$ cat config.mk
export PLATFORM = sky130hd
export DESIGN_NAME = traffic_light_monitor
export DESIGN_NICKNAME = d
export VERILOG_FILES = /design/src/rtl/tl_pkg.sv /design/src/rtl/tl_phase_decode.sv /design/src/rtl/traffic_light_monitor.sv
export SDC_FILE = /design/constraint.sdc
export NUM_CORES = 1
export LEC_CHECK = 0
export CAP_MARGIN = 5
export CELL_PAD_IN_SITES_DETAIL_PLACEMENT = 0
export CELL_PAD_IN_SITES_GLOBAL_PLACEMENT = 1
export CORE_AREA = 3 3 77 50
export CTS_BUF_LIST = sky130_fd_sc_hd__clkbuf_16
export DETAILED_ROUTE_END_ITERATION = 10
export DIE_AREA = 0 0 80 53
export HOLD_SLACK_MARGIN = 0.05
export PLACE_DENSITY_LB_ADDON = 0.1
export SLEW_MARGIN = 20
export SYNTH_ARGS = -nofsm -noshare
export SYNTH_HDL_FRONTEND = slang
export SYNTH_SLANG_ARGS = --single-unit
$ cat constraint.sdc
create_clock -name clk -period 3.2 [get_ports clk]
set_input_delay 0.96 -clock clk [delete_from_list [all_inputs] [get_ports clk]]
set_output_delay 0.96 -clock clk [all_outputs]
set_load 0.005 [all_outputs]
$ cat src/rtl/tl_pkg.sv
// Shared lamp codes, phase encoding and defaults for the traffic light monitor.
package tl_pkg;

  localparam logic [2:0] RED    = 3'b100;
  localparam logic [2:0] YELLOW = 3'b010;
  localparam logic [2:0] GREEN  = 3'b001;

  localparam int GREEN_DEF  = 6;
  localparam int YELLOW_DEF = 3;

  typedef enum logic [1:0] {
    PH_A = 2'd0,
    PH_B = 2'd1,
    PH_C = 2'd2,
    PH_D = 2'd3
  } phase_t;

  typedef enum logic {
    SYNC  = 1'b0,
    TRACK = 1'b1
  } mon_state_t;

  function automatic phase_t next_phase(input phase_t p);
    return phase_t'(p + 2'd1);
  endfunction

endpackage

$ cat src/rtl/tl_phase_decode.sv
// Combinational NS/EW lamp-pair decoder.
module tl_phase_decode
  import tl_pkg::*;
(
  input  logic [2:0] ns,
  input  logic [2:0] ew,
  output phase_t     phase,
  output logic       legal
);

  always_comb begin
    phase = PH_A;
    legal = 1'b1;
    unique case (1'b1)
      (ns == GREEN  && ew == RED):    phase = PH_A;
      (ns == YELLOW && ew == RED):    phase = PH_B;
      (ns == RED    && ew == GREEN):  phase = PH_C;
      (ns == RED    && ew == YELLOW): phase = PH_D;
      default:                        legal = 1'b0;
    endcase
  end

endmodule

$ cat src/rtl/traffic_light_monitor.sv
// Traffic light sequence/timing monitor with registered outputs.
// Timing checks are built only when TL_MON_TIMING_EN is defined.
module traffic_light_monitor
  import tl_pkg::*;
#(
  parameter int GREEN_CYCLES  = GREEN_DEF,
  parameter int YELLOW_CYCLES = YELLOW_DEF
) (
  input  logic       clk,
  input  logic       rst,
  input  logic [2:0] NS,
  input  logic [2:0] EW,
  output logic [1:0] phase,
  output logic       phase_valid,
  output logic [7:0] dur,
  output logic       err_illegal,
  output logic       err_seq,
  output logic       err_timing,
  output logic [7:0] err_count
);

  phase_t     in_phase;
  logic       in_legal;
  mon_state_t state_q, state_d;
  phase_t     phase_q, phase_d;
  logic       valid_q, valid_d;
  logic [7:0] dur_q, dur_d;
  logic       ill_q, ill_d;
  logic       seq_q, seq_d;
  logic       tim_q, tim_d;
  logic [7:0] cnt_q, cnt_d;

  tl_phase_decode u_dec (
    .ns    (NS),
    .ew    (EW),
    .phase (in_phase),
    .legal (in_legal)
  );

  always_comb begin
    state_d = state_q;
    phase_d = phase_q;
    valid_d = valid_q;
    dur_d   = dur_q;
    ill_d   = 1'b0;
    seq_d   = 1'b0;
    if (!in_legal) begin
      ill_d   = 1'b1;
      valid_d = 1'b0;
      dur_d   = 8'd0;
      state_d = SYNC;
    end else begin
      unique case (state_q)
        SYNC: begin
          phase_d = in_phase;
          valid_d = 1'b1;
          dur_d   = 8'd1;
          state_d = TRACK;
        end
        TRACK: begin
          if (in_phase == phase_q) begin
            if (dur_q != 8'hFF) dur_d = dur_q + 8'd1;
          end else begin
            seq_d   = (in_phase != next_phase(phase_q));
            phase_d = in_phase;
            dur_d   = 8'd1;
          end
        end
        default: state_d = SYNC;
      endcase
    end
  end

`ifdef TL_MON_TIMING_EN
  // exempt: phase start not observed; over: overstay already reported
  logic       exempt_q, exempt_d;
  logic       over_q, over_d;
  logic [7:0] exp_len;

  always_comb begin
    exp_len  = (phase_q == PH_A || phase_q == PH_C)
             ? 8'(GREEN_CYCLES) : 8'(YELLOW_CYCLES);
    tim_d    = 1'b0;
    exempt_d = exempt_q;
    over_d   = over_q;
    if (in_legal) begin
      if (state_q == SYNC) begin
        exempt_d = 1'b1;
        over_d   = 1'b0;
      end else if (in_phase == phase_q) begin
        if (!exempt_q && !over_q && dur_q == exp_len) begin
          tim_d  = 1'b1;
          over_d = 1'b1;
        end
      end else begin
        tim_d    = !exempt_q && !over_q && (dur_q < exp_len);
        exempt_d = 1'b0;
        over_d   = 1'b0;
      end
    end
  end

  always_ff @(posedge clk) begin
    if (rst) begin
      exempt_q <= 1'b1;
      over_q   <= 1'b0;
    end else begin
      exempt_q <= exempt_d;
      over_q   <= over_d;
    end
  end
`else
  assign tim_d = 1'b0;
`endif

  always_comb begin
    cnt_d = cnt_q;
    if ((ill_d || seq_d || tim_d) && cnt_q != 8'hFF)
      cnt_d = cnt_q + 8'd1;
  end

  always_ff @(posedge clk) begin
    if (rst) begin
      state_q <= SYNC;
      phase_q <= PH_A;
      valid_q <= 1'b0;
      dur_q   <= 8'd0;
      ill_q   <= 1'b0;
      seq_q   <= 1'b0;
      tim_q   <= 1'b0;
      cnt_q   <= 8'd0;
    end else begin
      state_q <= state_d;
      phase_q <= phase_d;
      valid_q <= valid_d;
      dur_q   <= dur_d;
      ill_q   <= ill_d;
      seq_q   <= seq_d;
      tim_q   <= tim_d;
      cnt_q   <= cnt_d;
    end
  end

  assign phase       = phase_q;
  assign phase_valid = valid_q;
  assign dur         = dur_q;
  assign err_illegal = ill_q;
  assign err_seq     = seq_q;
  assign err_timing  = tim_q;
  assign err_count   = cnt_q;

endmodule

==> results.sh <==
export IMPL_cts_htree_levels=1
export IMPL_antenna_found_initial=0
export IMPL_dp_hpwl_mm=1.93
export IMPL_cts_tree="built"
export IMPL_wl_mm=2.59
export IMPL_fp_dieW_um=80
export IMPL_ys_flop_type="dfxtp_1"
export IMPL_min_to="phase_valid"
export IMPL_grt_usage=0.137
export IMPL_antennaDiodeCount=0
export IMPL_initial_core_util=0.349
export IMPL_ys_warn_count=0
export IMPL_min_from="phase_valid"
export IMPL_period_share=0.950
export IMPL_ir_drop_uv=237
export IMPL_power_density_nw_per_um2=379
export IMPL_path_class="in2reg"
export IMPL_critPathRequiredTime_ns=3.38
export IMPL_async_flop_share=0
export IMPL_synth_top_family_by_area="simple AND/OR/NAND/NOR gates"
export IMPL_overflow=0
export IMPL_ios=30
export IMPL_clockRootBuffer="clkbuf_16"
export IMPL_initialDrtViolationCount=38
export IMPL_seq_area_frac_synth=0.394
export IMPL_max_cap_violations=0
export IMPL_drive_gt1_frac=0.193
export IMPL_dp_cells=204
export IMPL_ys_types=41
export IMPL_drc_errors=0
export IMPL_fin_crit_ns=3.04
export IMPL_slew_headroom=0.626
export IMPL_cp_start_kind="input pin"
export IMPL_rsz0062_at_grt="false"
export IMPL_cp_arrival_ns=3.22
export IMPL_place_area_um2=1510
export IMPL_rrSetupSlack_ns=1.15
export IMPL_gp_congestion=0.766
export IMPL_fin_cells=211
export IMPL_stdcell_area_um2=1640
export IMPL_power_mw=0.622
export IMPL_synthSimpleGateAreaFrac=0.286
export IMPL_wl_per_cell_um=12.3
export IMPL_cts_sinks=22
export IMPL_syn_nets=134
export IMPL_layout_nets=177
export IMPL_syn_area_um2=1120
export IMPL_core_um2=3200
export IMPL_cp_max_fo=5
export IMPL_synth_mux_area_fraction=0.0224
export IMPL_rows=16
export IMPL_leakagePower_nw=0.595
export IMPL_synth_edf_count=0
export IMPL_numCtsBuffers=3
export IMPL_status="finished, final reports clean"
export IMPL_post_drt_via_cell_ratio=5.02
export IMPL_hold_viol=0
export IMPL_ys_seq_elements=22
export IMPL_fin_util=0.512
export IMPL_skew_ns=0.00359
export IMPL_die_h_um=53
export IMPL_ant_nets=0
export IMPL_num_fill_cells=305
export IMPL_min_path_cells=1
export IMPL_dr_pass1_iters=4
export IMPL_min_path_type="reg2reg"
export IMPL_grt_pass1_vias=1021
export IMPL_end_kind="register"
export IMPL_grt_max_degree=16
export IMPL_whs_ns=0.478
export IMPL_vias=1060
export IMPL_synthXorXnorAreaFrac=0.0314
export IMPL_hold_buffers=0
export IMPL_clock_latency_ns=0.25
export IMPL_yosys_area_share_adder=0.0224
export IMPL_cts_buffer_depth=2
export IMPL_grt_pass1_wl_mm=4.54
export IMPL_crit_start="EW[0]"
export IMPL_port_buffers=28
export IMPL_finalSetupViolCount=0
export IMPL_slew_viol_final=0
export IMPL_clkTransAtPathRegs_ns=0.06
export IMPL_die_area_um2=4240
export IMPL_area_growth_pct=46.8
export IMPL_ff2ff_path_depth=6
export IMPL_r2r_start="phase[1]"
export IMPL_max_freq_ghz=0.329
export IMPL_synthCells=124
export IMPL_syn_area_per_cell_um2=9.01
export IMPL_worst_slew_pin_slew_ns=0.559
export IMPL_synth_compound_area_frac=0.188
export IMPL_rr_endpoint="err_count[4]"
-- layout make-up --
type	instances	area (um^2)	share of cell area
multi-input combinational	93	648	0.395
sequential	22	440	0.268
timing repair buffer	41	394	0.240
inverter	6	22.5	0.0137
clock buffer	3	75.1	0.0458
tap	45	56.3	0.0343
clock inverter	1	3.75	0.00229
-- report_power, final --
| group | internal (mW) | total [mW] | switching [mW] |
|---|---|---|---|
| clock | 0.166 | 0.257 | 0.0909 |
| sequential | 0.281 | 0.289 | 0.00852 |
| combinational | 0.0450 | 0.0757 | 0.0307 |
-- cell usage in the layout, fill, tap and decap left out, drive strengths merged, types with 2 or more instances in the layout --
cell	count
clkdlybuf4s50	25
dfxtp	22
buf	13
nor2	12
nand3	10
o21ai	8
a21oi	8
inv	6
o31ai	6
or4	6
and3	5
o21a	3
xor2	3
clkbuf	3
nor3	3
and4bb	2
a211o	2
nand4	2
nand2	2
ha	2
dlygate4sd2	2
or3b	2
a31oi	2
-- stage by stage --
stage	setup slack (ns)	setup TNS, ns
floorplan	0.277	0
global placement	-0.265	-2.44
detailed placement	-0.319	-2.94
CTS	0.0171	0
global route	0.0134	0
finish	0.161	0
-- cells by family (layout without fill, tap and decap cells) --
family	count (synthesis)	after routing
and+or+nand+nor	52	52
adders and majority gates	2	2
AOI/OAI and AO/OA	31	32
muxes	2	2
buffers and inverters	10	51
xor gates and xnor gates	4	4
DFF	22	22
other	1	1
-- cells in the mapped netlist, types with 2 or more instances --
library cell | instances | share of area
a211o_1 | 2 | 0.016
a21oi_1 | 8 | 0.036
and3_1 | 5 | 0.028
and4bb_2 | 2 | 0.022
dfxtp_1 | 22 | 0.39
ha_1 | 2 | 0.022
inv_1 | 6 | 0.020
nand2_1 | 2 | 0.0067
nand3_1 | 10 | 0.045
nand4_1 | 2 | 0.011
nor2_1 | 12 | 0.040
nor3_1 | 2 | 0.0090
o21a_1 | 3 | 0.020
o21ai_0 | 8 | 0.036
o31ai_1 | 6 | 0.040
or4_1 | 5 | 0.034
xor2_1 | 3 | 0.024
-- worst max-delay path, cell delays in order --
cell             delay [ns]
clkdlybuf4s50_1        0.52
xnor2_1                0.12
or4_4                  0.49
o211ai_1               0.20
a31oi_4                0.20
buf_12                 0.17
or4_4                  0.41
a21oi_2                0.14
-- registers in the layout, summed over array words and instances (netlist names) --
register,count
dur,8
err_count,8
err_illegal,1
err_seq,1
phase,2
phase_valid,1
state_q,1
-- timing repair --
action	in CTS	in global routing
pin swaps	4	5
buffers inserted	1	1
setup endpoints to repair	4	15
cloned	1	0
resized for setup	3	7
-- worst max-delay path by stage --
stage,slack [ns],endpoint,depth (start not counted)
after floorplan,0.28,err_count[7],7
after global placement,-0.27,err_count[7],7
after detailed placement,-0.32,err_count[7],7
after CTS,0.02,err_count[4],8
after global routing,0.01,dur[7],9
final,0.16,err_count[4],8
-- layer usage --
layer	GRT usage	wire length, um	vias to the layer above	share of wire
li1	-	-	547	-
met1	0.196	1400	488	0.54
met2	0.210	1070	23	0.41
met3	0.0374	120	2	0.046
met4	0.0169	8	0	0.0031
met5	0	0	-	0
Power figures use the tool's default switching activity.
